$ cat src/rtl/aznable_pkg.sv
// Shared constants and types for the Aznable HPS download scheduler.
package aznable_pkg;

   localparam logic [7:0] DN_IDX_BIOS    = 8'd0;
   localparam logic [7:0] DN_IDX_BIOS_HI = 8'd1;
   localparam logic [7:0] DN_IDX_SPR     = 8'd3;

   typedef enum logic [1:0] {
      ST_RUN  = 2'd0,
      ST_DL   = 2'd1,
      ST_HOLD = 2'd2
   } rst_state_t;

   function automatic logic is_prog_index(input logic [7:0] idx);
      return (idx == DN_IDX_BIOS) || (idx == DN_IDX_BIOS_HI);
   endfunction

endpackage

$ cat src/rtl/dn_skid.sv
// One-entry {addr, data} holding register for sprite writes that lose arbitration.
module dn_skid
   import aznable_pkg::*;
#(
   parameter int AW = 12
) (
   input  logic          clk_sys,
   input  logic          reset_n,
   input  logic          push,
   input  logic          pop,
   input  logic [AW-1:0] push_addr,
   input  logic [7:0]    push_data,
   output logic          full,
   output logic [AW-1:0] addr,
   output logic [7:0]    data
);

   logic          full_reg;
   logic [AW-1:0] addr_reg;
   logic [7:0]    data_reg;

   // A push in the same cycle as a pop refills the entry, so push wins.
   always_ff @(posedge clk_sys or negedge reset_n) begin
      if (!reset_n) begin
         full_reg <= 1'b0;
         addr_reg <= '0;
         data_reg <= '0;
      end else if (push) begin
         full_reg <= 1'b1;
         addr_reg <= push_addr;
         data_reg <= push_data;
      end else if (pop) begin
         full_reg <= 1'b0;
      end
   end

   assign full = full_reg;
   assign addr = addr_reg;
   assign data = data_reg;

endmodule

$ cat src/rtl/dn_mem_sched.sv
// Routes ioctl downloads to program/sprite RAM and holds the CPU in reset around them.
module dn_mem_sched
   import aznable_pkg::*;
#(
   parameter int SPR_AW     = 12,
   parameter int RESET_HOLD = 16,
   parameter int STARVE_MAX = 64
) (
   input  logic              clk_sys,
   input  logic              reset_n,
   input  logic              host_reset,
   input  logic              dn_download,
   input  logic              dn_wr,
   input  logic [16:0]       dn_addr,
   input  logic [7:0]        dn_data,
   input  logic [7:0]        dn_index,
   output logic              dn_wait,
   output logic              dn_overflow,
   output logic              cpu_reset,
   output logic              prg_we,
   output logic [15:0]       prg_addr,
   output logic [7:0]        prg_data,
   input  logic              spr_req,
   input  logic [SPR_AW-1:0] spr_addr,
   output logic              spr_ack,
   output logic [SPR_AW-1:0] spr_mem_addr,
   output logic              spr_mem_we,
   output logic [7:0]        spr_mem_din
);

   localparam int HW = $clog2(RESET_HOLD + 1);
   localparam int SW = $clog2(STARVE_MAX + 1);
   localparam logic [HW-1:0] HOLD_LOAD = HW'(RESET_HOLD);
   localparam logic [SW-1:0] STARVE_LIM = SW'(STARVE_MAX);

   rst_state_t        state_reg, state_next;
   logic [HW-1:0]     hold_reg, hold_next;
   logic              cpu_reset_reg;
   logic              prg_we_reg;
   logic [15:0]       prg_addr_reg;
   logic [7:0]        prg_data_reg;
   logic              spr_ack_reg, spr_we_reg;
   logic [SPR_AW-1:0] spr_addr_reg;
   logic [7:0]        spr_din_reg;
   logic [SW-1:0]     starve_reg;
   logic              overflow_reg, download_reg;

   logic              prog_dl, spr_wr;
   logic              buf_full, grant_buf, grant_eng, direct_wr, push, drop;
   logic [SPR_AW-1:0] buf_addr;
   logic [7:0]        buf_data;
   logic              unused_addr_bits;

   assign prog_dl = dn_download && is_prog_index(dn_index);
   assign spr_wr  = dn_download && dn_wr && (dn_index == DN_IDX_SPR);
   assign unused_addr_bits = ^dn_addr[16:15];

   always_comb begin
      state_next = state_reg;
      hold_next  = hold_reg;
      case (state_reg)
         ST_RUN: begin
            if (prog_dl) begin
               state_next = ST_DL;
            end else if (host_reset) begin
               state_next = ST_HOLD;
               hold_next  = HOLD_LOAD;
            end
         end
         ST_DL: begin
            if (!prog_dl) begin
               state_next = ST_HOLD;
               hold_next  = HOLD_LOAD;
            end
         end
         ST_HOLD: begin
            if (prog_dl) begin
               state_next = ST_DL;
            end else if (host_reset) begin
               hold_next = HOLD_LOAD;
            end else if (hold_reg == '0) begin
               state_next = ST_RUN;
            end else begin
               hold_next = hold_reg - HW'(1);
            end
         end
         default: begin
            state_next = ST_HOLD;
            hold_next  = HOLD_LOAD;
         end
      endcase
   end

   // The live sprite engine wins unless it has starved a full buffer too long.
   assign grant_buf = buf_full && (!spr_req || (starve_reg == STARVE_LIM));
   assign grant_eng = spr_req && !grant_buf;
   assign direct_wr = spr_wr && !buf_full && !spr_req;
   assign push      = spr_wr && !direct_wr && (!buf_full || grant_buf);
   assign drop      = spr_wr && buf_full && !grant_buf;

   dn_skid #(.AW(SPR_AW)) u_skid (
      .clk_sys   (clk_sys),
      .reset_n   (reset_n),
      .push      (push),
      .pop       (grant_buf),
      .push_addr (dn_addr[SPR_AW-1:0]),
      .push_data (dn_data),
      .full      (buf_full),
      .addr      (buf_addr),
      .data      (buf_data)
   );

   always_ff @(posedge clk_sys or negedge reset_n) begin
      if (!reset_n) begin
         state_reg     <= ST_HOLD;
         hold_reg      <= HOLD_LOAD;
         cpu_reset_reg <= 1'b1;
         prg_we_reg    <= 1'b0;
         prg_addr_reg  <= '0;
         prg_data_reg  <= '0;
         spr_ack_reg   <= 1'b0;
         spr_we_reg    <= 1'b0;
         spr_addr_reg  <= '0;
         spr_din_reg   <= '0;
         starve_reg    <= '0;
         overflow_reg  <= 1'b0;
         download_reg  <= 1'b0;
      end else begin
         state_reg     <= state_next;
         hold_reg      <= hold_next;
         cpu_reset_reg <= (state_next != ST_RUN);
         download_reg  <= dn_download;

         prg_we_reg <= dn_wr && prog_dl;
         if (dn_wr && prog_dl) begin
            prg_addr_reg <= {dn_index[0], dn_addr[14:0]};
            prg_data_reg <= dn_data;
         end

         spr_ack_reg <= grant_eng;
         spr_we_reg  <= grant_buf || direct_wr;
         if (grant_buf) begin
            spr_addr_reg <= buf_addr;
            spr_din_reg  <= buf_data;
         end else if (direct_wr) begin
            spr_addr_reg <= dn_addr[SPR_AW-1:0];
            spr_din_reg  <= dn_data;
         end else if (grant_eng) begin
            spr_addr_reg <= spr_addr;
         end

         if (!buf_full || grant_buf) begin
            starve_reg <= '0;
         end else if (grant_eng) begin
            starve_reg <= starve_reg + SW'(1);
         end

         if (drop) begin
            overflow_reg <= 1'b1;
         end else if (dn_download && !download_reg) begin
            overflow_reg <= 1'b0;
         end
      end
   end

   assign dn_wait      = buf_full;
   assign dn_overflow  = overflow_reg;
   assign cpu_reset    = cpu_reset_reg;
   assign prg_we       = prg_we_reg;
   assign prg_addr     = prg_addr_reg;
   assign prg_data     = prg_data_reg;
   assign spr_ack      = spr_ack_reg;
   assign spr_mem_addr = spr_addr_reg;
   assign spr_mem_we   = spr_we_reg;
   assign spr_mem_din  = spr_din_reg;

endmodule

$ cat config.mk
export PLATFORM = sky130hd
export DESIGN_NAME = dn_mem_sched
export DESIGN_NICKNAME = d
export VERILOG_FILES = /design/src/rtl/aznable_pkg.sv /design/src/rtl/dn_skid.sv /design/src/rtl/dn_mem_sched.sv
export SDC_FILE = /design/constraint.sdc
export NUM_CORES = 1
export LEC_CHECK = 0
export BUFFER_PORTS_ARGS = -buffer_cell sky130_fd_sc_hd__buf_4
export CORE_AREA = 2 2 92 85
export DETAILED_ROUTE_END_ITERATION = 7
export DIE_AREA = 0 0 94 87
export GPL_ROUTABILITY_DRIVEN = 1
export PLACE_DENSITY = 0.79
export REMOVE_ABC_BUFFERS = 1
export SLEW_MARGIN = 10
export SYNTH_ARGS = -nofsm -noshare
export SYNTH_HDL_FRONTEND = slang
export SYNTH_SLANG_ARGS = --single-unit
$ cat constraint.sdc
create_clock -name clk_sys -period 5.55 [get_ports clk_sys]
set_input_delay 1.11 -clock clk_sys [delete_from_list [all_inputs] [get_ports clk_sys]]
set_output_delay 1.11 -clock clk_sys [all_outputs]
set_load 0.05 [all_outputs]
==> metrics.csv, run 1 <==
stage;metric;value;unit
route;First-pass DRT Iterations;4;
clock_network;Longest Clk Path Bufs;2;
route;vias per cell;5.698;
floorplan;Starting Density;0.5296;
logic_synthesis;Avg Inst Size Synth;12.11;um^2
pwr;Leak;2.400;nW
layout;Largest register FFs;16;
pwr;PwrDens;292.6;nW/um^2
critical_path;CP bufs+invs;2;
timing;fmax;322.1;MHz
logic_synthesis;synth unique cells;50;
logic_synthesis;synthesized flop and latch total;85;
logic_synthesis;cell taking the most area after synthesis;dfrtp_1;
timing;Setup TNS Final;0;ns
route;WL/cell;17.28;um
timing;post-layout min period;3.104;ns
logic_synthesis;EDFF count, synth;0;
floorplan;FP Rows;30;
layout;final core occ;0.6677;
timing;WHS;0.4888;ns
route;routed vias;2929;
logic_synthesis;sequential area share after synthesis;0.5497;
floorplan;die area;8178;um^2
logic_synthesis;Synth Instances;320;
layout;nets;469;
place;Cell Area, Placed;4673;um^2
clock_network;Clock Pin Slew Worst Setup and Hold Paths;0.08;ns
layout;area taken by flip-flops and latches;2131;um^2
clock_network;cts bufs inserted;9;
layout;multi-input combinational cell area;1623;um^2
clock_network;CTS Root Cell;clkbuf_8;
logic_synthesis;synth warn;0;
global_routing;vias in the first global route;2923;
pwr;Max VDD drop;0.2186;mV
floorplan;chip width;94;um
clock_network;htree depth;3;
pwr;Seq pwr share;0.480;
global_routing;first-pass GRT wire length;14590;um
timing;final cycle utilization of the critical path;0.5594;
pwr;Design Power;1.430;mW
pwr;sw frac;0.2824;
clock_network;post_cts resized;0;
floorplan;I/O pins;101;
timing;worst clock skew;0.009786;ns
place;Post-Place Cells;499;
place;I/O Buffers;98;
clock_network;CTS Hold Bufs;0;
layout;FILL cells;584;
pwr;combinational share of power;0.183;
place;post-DP HPWL;5929;um
timing;final worst-path setup slack;2.446;ns
pwr;Sw Pwr;0.4038;mW
global_routing;pin count of the biggest net entering global routing;86;
global_routing;total gr overflow;0;
place;gpl congestion;0.8123;
place;Place WS;2.110;ns
floorplan;Die Height;87;um
timing;RSZ-0062 raised after global routing;false;
logic_synthesis;Post-synth ARST share;1.000;
global_routing;initial antenna violation count;0;
timing;Max Slew Vio Count;0;
layout;synthesis-to-layout area growth;26.08;%
critical_path;Crit. End Element;register;
timing;Worst-Margin Slew;1.038;ns
hold_path;worst min path class;register to register;
route;initial detailed-routing violation count;183;
floorplan;Core Region;7320;um^2
layout;most common cell after layout, fill and taps aside;buf_4;
critical_path;cell breakdown of the critical path;buf_4 -> or4b_1 -> nor4_4 -> buf_4 -> nand2_1 -> a31oi_1;
layout;Final Instance Count excl. Fillers;514;
timing;Final setup viols;0;
layout;most frequent cells in the layout;103 x buf_4, 82 x dfrtp_1, 34 x mux2_2;
critical_path;kind of critical path;input port to register;
logic_synthesis;synth top area cells;dfrtp_1 53%, mux2_2 9.9%, o41a_1 3.5%;
logic_synthesis;Synth top area share;0.5294;
critical_path;critical path launch point type;input port;
clock_network;post-CTS setup buffer count;0;
global_routing;GRT Util Overall;0.2319;
pwr;Clock power frac;0.336;
layout;# diodes;0;
route;DRC Markers;0;
logic_synthesis;Syn Std Cell Area;3876;um^2
clock_network;CTS tree;built;
route;final WL;8883;um
critical_path;Worst Path Required;5.82;ns
critical_path;top cell family by delay on the critical path;simple AND/OR/NAND/NOR gates;
pwr;Internal Power;1.026;mW
logic_synthesis;Main synth FF type;dfrtp_1;
clock_network;CTS Sinks;85;
critical_path;largest stage delay on the critical path;0.87;ns
outcome;status;complete, no violations;
job;maxcap violations;0;
critical_path;cell repeated most along the worst path;buf_4;
layout;layout cell share with drive strength beyond 1;0.4234;
critical_path;Crit Path Max Fanout;16;
clock_network;worst skew pair latency;0.35;ns
route;post-route ant nets;0;
timing;slew margin rel.;0.3081;
critical_path;Worst path slowest cell;or4b_1;
layout;Post-Layout Inst Area;4887;um^2
critical_path;Critical Path AT;3.37;ns
timing;Hold Fails Final Rpt;0;
## worst paths after layout
| kind | start | to | slack (ns) | cells past startpoint |
|---|---|---|---|---|
| max | dn_index[4] | spr_mem_din[4] | 2.45 | 6 |
| min | u_skid.addr[2] | u_skid.addr[2] | 0.49 | 1 |
| max reg2reg | starve_reg[0] | u_skid.addr[7] | 3.18 | 7 |
| min reg2reg | u_skid.addr[2] | u_skid.addr[2] | 0.49 | 1 |
| max in group asynchronous | reset_n | hold_reg[1] | 3.94 | 1 |
| min in group asynchronous | reset_n | starve_reg[2] | 0.93 | 1 |
## power by group through the flow
stage	clock network, mW	registers, mW	logic, mW
5_1_grt	0.516	0.692	0.282
6_report	0.481	0.687	0.262
3_5_place_dp	0	0.698	0.263
2_1_floorplan	0	0.766	0.0891
3_3_place_gp	0	0.697	0.255
4_1_cts	0.488	0.687	0.263
## logic make-up after synthesis
family | synth area share
AO/OA/AOI/OAI | 0.1495
XOR/XNOR | 0.01130
adder cells (fa/ha/maj) | 0.01291
buffers and inverters | 0.03680
flip-flops | 0.5497
multiplexers | 0.1352
AND/OR/NAND/NOR | 0.1046
## metal layers
metal / part of all wire / GRT usage / up-vias
li1: - / - / 1345
met1: 0.45 / 0.3232 / 1472
met2: 0.47 / 0.3636 / 99
met3: 0.060 / 0.07013 / 13
met4: 0.013 / 0.05007 / 0
met5: 0 / 0 / -
## final cells by class
cell class,count,share of cell area
clock buffer,11,0.02893
clock inverter,4,0.01485
inverter,7,0.005376
multi-input combinational,208,0.3321
sequential,85,0.4360
tap,96,0.02458
timing repair buffer,103,0.1582
## worst reg2reg max path, delay by kind of cell, from the launching register on
family | cells | cell delay, ns
simple gates | 2 | 0.56
flops | 1 | 0.42
buf+inv | 2 | 0.40
mux | 1 | 0.38
compound gates | 1 | 0.36
fa+ha+maj | 1 | 0.14
## cells in the mapped netlist, drive strengths merged, types with 4 or more instances
library cell / count
a31oi: 12
o41a: 12
dfrtp: 82
clkbuf: 9
nand2: 32
a211oi: 14
inv: 7
nand3: 4
mux2: 44
o21ai: 28
nor2: 17
ha: 4
buf: 11
Note: power is estimated with default switching activity, not from simulation.
==> run 2: changes to the inputs <==
--- a/config.mk
+++ b/config.mk
@@ -6,11 +6,11 @@
 export NUM_CORES = 1
 export LEC_CHECK = 0
 export BUFFER_PORTS_ARGS = -buffer_cell sky130_fd_sc_hd__buf_4
-export CORE_AREA = 2 2 92 85
+export CORE_AREA = 2 2 94 87
 export DETAILED_ROUTE_END_ITERATION = 7
-export DIE_AREA = 0 0 94 87
+export DIE_AREA = 0 0 96 89
 export GPL_ROUTABILITY_DRIVEN = 1
-export PLACE_DENSITY = 0.79
+export PLACE_DENSITY = 0.76
 export REMOVE_ABC_BUFFERS = 1
 export SLEW_MARGIN = 10
 export SYNTH_ARGS = -nofsm -noshare
==> constraint.sdc (replaced) <==
create_clock -name clk_sys -period 2.9 [get_ports clk_sys]
set_input_delay 0.58 -clock clk_sys [delete_from_list [all_inputs] [get_ports clk_sys]]
set_output_delay 0.58 -clock clk_sys [all_outputs]
set_load 0.05 [all_outputs]
==> metrics.csv, run 2 (synthesis results as in run 1) <==
stage;metric;value;unit
global_routing;first-pass GRT wire length;15170;um
floorplan;FP Rows;30;
timing;RSZ-0062 raised after global routing;false;
timing;slew margin rel.;0.4862;
floorplan;Starting Density;0.5189;
layout;layout cell share with drive strength beyond 1;0.4353;
place;I/O Buffers;98;
place;Post-Place Cells;505;
layout;Largest register FFs;16;
clock_network;post-CTS setup buffer count;0;
clock_network;htree depth;3;
place;post-DP HPWL;6274;um
critical_path;Worst Path Required;3.13;ns
critical_path;r2r startpoint;starve_reg[0];
timing;Worst-Margin Slew;0.7691;ns
critical_path;critical path launch point type;register;
floorplan;chip width;96;um
critical_path;top cell family by delay on the critical path;simple AND/OR/NAND/NOR gates;
global_routing;pin count of the biggest net entering global routing;44;
route;WL/cell;17.67;um
layout;nets;475;
global_routing;met1 Track Usage GR;0.3093;
place;gpl congestion;0.7831;
timing;fmax;432.9;MHz
floorplan;I/O pins;101;
clock_network;CTS Sinks;85;
clock_network;CTS tree;built;
timing;final cycle utilization of the critical path;0.7966;
timing;Max Slew Vio Count;0;
timing;Hold Fails Final Rpt;0;
critical_path;Crit Path Max Fanout;14;
clock_network;worst skew pair latency;0.36;ns
clock_network;CTS Root Cell;clkbuf_8;
critical_path;Critical Path AT;2.54;ns
route;initial detailed-routing violation count;123;
floorplan;Core Region;7470;um^2
route;First-pass DRT Iterations;4;
layout;Final Instance Count excl. Fillers;521;
route;DRC Markers;0;
critical_path;start point of the critical path;starve_reg[0];
layout;synthesis-to-layout area growth;28.34;%
global_routing;GRT Util Overall;0.2358;
clock_network;Clock Pin Slew Worst Setup and Hold Paths;0.09;ns
critical_path;CP bufs+invs;2;
clock_network;Longest Clk Path Bufs;2;
layout;FILL cells;588;
global_routing;initial antenna violation count;0;
global_routing;total gr overflow;0;
layout;most common cell after layout, fill and taps aside;buf_4;
layout;most frequent cells in the layout;108 x buf_4, 82 x dfrtp_1, 34 x mux2_2;
route;post-route ant nets;0;
layout;final core occ;0.6660;
layout;# diodes;0;
global_routing;GRT met3 Usage;0.07504;
critical_path;kind of critical path;register to register;
critical_path;Crit. End Element;register;
pwr;Max VDD drop;0.4513;mV
global_routing;vias in the first global route;3045;
timing;worst clock skew;0.01032;ns
global_routing;Most Crowded Layer GR;met2;
clock_network;post_cts resized;0;
clock_network;CTS Hold Bufs;0;
global_routing;met2 GRT Util;0.3801;
floorplan;die area;8544;um^2
route;vias per cell;5.687;
critical_path;Worst path slowest cell;dfrtp_1;
layout;Post-Layout Inst Area;4975;um^2
hold_path;worst min path class;input port to async pin;
critical_path;cell breakdown of the critical path;inv_1 -> ha_1 -> nor4b_2 -> a21o_1 -> nor3b_2 -> buf_4 -> mux2_1;
critical_path;largest stage delay on the critical path;0.41;ns
outcome;status;complete, no violations;
timing;Final setup viols;0;
timing;post-layout min period;2.310;ns
pwr;Leak;2.449;nW
route;final WL;9204;um
clock_network;cts bufs inserted;9;
job;maxcap violations;0;
pwr;PwrDens;572.3;nW/um^2
route;routed vias;2963;
floorplan;Die Height;89;um
place;Cell Area, Placed;4731;um^2
-- run 2: cell count changes in the layout (fill, tap and decap cells not counted), sizes merged --
| cell | change |
|---|---|
| inv | +2 |
| bufinv | +1 |
| clkbuf | -2 |
| buf | +6 |
-- run 2: path summary, 6_finish.rpt --
path / to / slack [ns] / depth (start not counted)
worst max-delay path: u_skid.addr[2] / 0.59 / 7
worst min-delay path: u_skid.addr[11] / 0.21 / 1
worst max register to register: u_skid.addr[2] / 0.59 / 7
worst min register to register: starve_reg[0] / 0.49 / 1
max in group asynchronous: spr_mem_addr[10] / 2.06 / 2
min in group clk_sys: download_reg / 0.35 / 1
-- run 2: worst register-to-register path, cell delays in order, from the launching register on --
cell and delay (ns):
dfrtp_1 0.41, inv_1 0.07, ha_1 0.14, nor4b_2 0.32, a21o_1 0.35, nor3b_2 0.25
buf_4 0.27, mux2_1 0.36
-- run 2: where the power goes --
group / switching, mW / total, mW / internal (mW)
clock network: 0.443 / 1.02 / 0.577
logic: 0.309 / 0.510 / 0.202
registers: 0.0527 / 1.32 / 1.26
total: 0.805 / 2.85 / 2.04
-- run 2: cell type report --
class / count / area, um^2 / area share
tap: 96 / 120.1 / 0.02414
timing repair buffer: 109 / 830.8 / 0.1670
multi-input combinational: 208 / 1623 / 0.3262
inverter: 7 / 26.28 / 0.005282
clock buffer: 9 / 123.9 / 0.02490
sequential: 85 / 2131 / 0.4283
clock inverter: 7 / 120.1 / 0.02414
-- run 2: metal layers --
layer  routed length, um  up-vias  share of wire
met5                   0        -              0
met4                 103        0          0.011
met3                 682       10          0.074
met2                4326      115           0.47
met1                4092     1478           0.44
li1                    -     1360              -
-- run 2: per-stage QoR --
stage	hold WS [ns]	setup TNS (ns)	total power, mW	setup WS, ns
2_1_floorplan	0.2844	-10.45	1.636	-0.3781
3_3_place_gp	0.4621	0	1.831	0.4800
3_5_place_dp	0.4784	0	1.848	0.4559
4_1_cts	0.2248	0	2.862	0.5731
5_1_grt	0.2357	0	2.964	0.4300
6_report	0.2105	0	2.847	0.5900
==> run 3: changes to the inputs <==
==> constraint.sdc (replaced) <==
create_clock -name clk_sys -period 2.3 [get_ports clk_sys]
set_input_delay 0.46 -clock clk_sys [delete_from_list [all_inputs] [get_ports clk_sys]]
set_output_delay 0.46 -clock clk_sys [all_outputs]
set_load 0.05 [all_outputs]
==> metrics.csv, run 3 (synthesis results as in run 1) <==
stage;metric;value;unit
outcome;status;complete, no violations;
layout;area taken by flip-flops and latches;2131;um^2
timing;final worst-path setup slack;0.1713;ns
job;maxcap violations;0;
timing;Final setup viols;0;
route;routed vias;2931;
route;WL/cell;17.56;um
pwr;Design Power;3.614;mW
timing;worst clock skew;0.01329;ns
critical_path;FF-to-FF End;u_skid.addr[11];
layout;final core occ;0.6747;
global_routing;initial antenna violation count;0;
critical_path;Crit Path Max Fanout;20;
layout;synthesis-to-layout area growth;30.02;%
clock_network;CTS Hold Bufs;0;
timing;final cycle utilization of the critical path;0.9255;
critical_path;Worst Path Required;2.53;ns
layout;FILL cells;564;
route;initial detailed-routing violation count;190;
global_routing;first-pass GRT wire length;14950;um
global_routing;total gr overflow;0;
layout;most common cell after layout, fill and taps aside;buf_4;
clock_network;CTS Sinks;85;
clock_network;htree depth;3;
critical_path;r2r startpoint;starve_reg[0];
floorplan;die area;8544;um^2
critical_path;kind of critical path;register to register;
layout;Final Instance Count excl. Fillers;525;
global_routing;GRT Util Overall;0.2323;
layout;most frequent cells in the layout;110 x buf_4, 82 x dfrtp_1, 34 x mux2_2;
critical_path;critical path launch point type;register;
layout;layout cell share with drive strength beyond 1;0.4406;
timing;WHS;0.07980;ns
global_routing;pin count of the biggest net entering global routing;47;
global_routing;vias in the first global route;3000;
place;post-DP HPWL;6314;um
clock_network;post-CTS setup buffer count;0;
route;final WL;9218;um
timing;Max Slew Vio Count;0;
floorplan;Starting Density;0.5189;
layout;Largest register FFs;16;
clock_network;cts bufs inserted;9;
critical_path;Crit. End Element;register;
timing;Hold Fails Final Rpt;0;
critical_path;Worst path slowest cell;dfrtp_1;
floorplan;FP Rows;30;
place;I/O Buffers;98;
floorplan;chip width;96;um
place;Place WS;-0.05287;ns
timing;slew margin rel.;0.6484;
place;Post-Place Cells;509;
clock_network;CTS Root Cell;clkbuf_8;
clock_network;worst skew pair latency;0.35;ns
pwr;Max VDD drop;0.4274;mV
route;vias per cell;5.583;
timing;fmax;469.8;MHz
route;DRC Markers;0;
critical_path;FF-to-FF path depth;7;
route;First-pass DRT Iterations;4;
timing;post-layout min period;2.129;ns
layout;multi-input combinational cell area;1628;um^2
timing;Worst-Margin Slew;0.5275;ns
critical_path;top cell family by delay on the critical path;simple AND/OR/NAND/NOR gates;
place;gpl congestion;0.7760;
route;post-route ant nets;0;
floorplan;Core Region;7470;um^2
critical_path;cell breakdown of the critical path;inv_1 -> ha_1 -> nor4b_2 -> a21o_1 -> nor3b_2 -> buf_12 -> mux2_2;
critical_path;R2R setup slack;0.17;ns
pwr;PwrDens;717.1;nW/um^2
critical_path;CP bufs+invs;2;
hold_path;worst min path class;input port to async pin;
pwr;Leak;2.477;nW
clock_network;CTS tree;built;
layout;nets;479;
layout;# diodes;0;
timing;RSZ-0062 raised after global routing;false;
clock_network;Longest Clk Path Bufs;2;
floorplan;Die Height;89;um
critical_path;largest stage delay on the critical path;0.42;ns
floorplan;I/O pins;101;
clock_network;Clock Pin Slew Worst Setup and Hold Paths;0.09;ns
critical_path;Critical Path AT;2.36;ns
==> run 3: repair_timing <==
| action | in CTS | in global routing |
|---|---|---|
| hold endpoints to repair | 0 | 0 |
| resized for setup | 0 | 1 |
| setup endpoints to repair | 0 | 2 |
==> run 3: worst register-to-register path, cell delays in order, from the launching register on <==
cell	delay, ns
dfrtp_1	0.42
inv_1	0.07
ha_1	0.14
nor4b_2	0.38
a21o_1	0.20
nor3b_2	0.23
buf_12	0.22
mux2_2	0.36
==> run 3: area by class of cell <==
cell class                      count  share of cell area
Sequential cell                    85              0.4228
Multi-Input combinational cell    208              0.3230
Inverter                            7            0.005214
Timing Repair Buffer              113              0.1758
Clock buffer                       11             0.02805
Clock inverter                      5             0.02135
Tap cell                           96             0.02383
==> run 3: power breakdown <==
part           switching [mW]  internal (mW)
sequential             0.0640           1.59
combinational           0.402          0.261
clock                   0.537          0.756
==> run 3: worst max-delay path by stage <==
stage | start | cells past startpoint | slack, ns | endpoint
finish | starve_reg[0] | 7 | 0.17 | u_skid.addr[11]
detailed placement | dn_index[4] | 6 | -0.05 | prg_addr[13]
global placement | dn_index[4] | 6 | -0.001 | prg_addr[14]
CTS | hold_reg[0] | 6 | 0.12 | hold_reg[1]
floorplan | starve_reg[0] | 6 | -0.91 | u_skid.addr[0]
global route | hold_reg[0] | 6 | 0.04 | hold_reg[0]
==> run 3: metrics by stage <==
step | TNS [ns] | area [um^2]
detailed placement | -0.1323 | 4786
finish | 0 | 5040
floorplan | -30.60 | 3760
global route | 0 | 5040
global placement | -0.002987 | 4786
CTS | 0 | 5035
==> run 3: metal layers <==
| layer | up-vias | GRT usage | wire [um] |
|---|---|---|---|
| met5 | - | 0 | 0 |
| met4 | 0 | 0.05065 | 59 |
| met2 | 93 | 0.3674 | 4420 |
| met1 | 1460 | 0.3172 | 4079 |
| met3 | 7 | 0.07420 | 659 |
| li1 | 1371 | - | - |
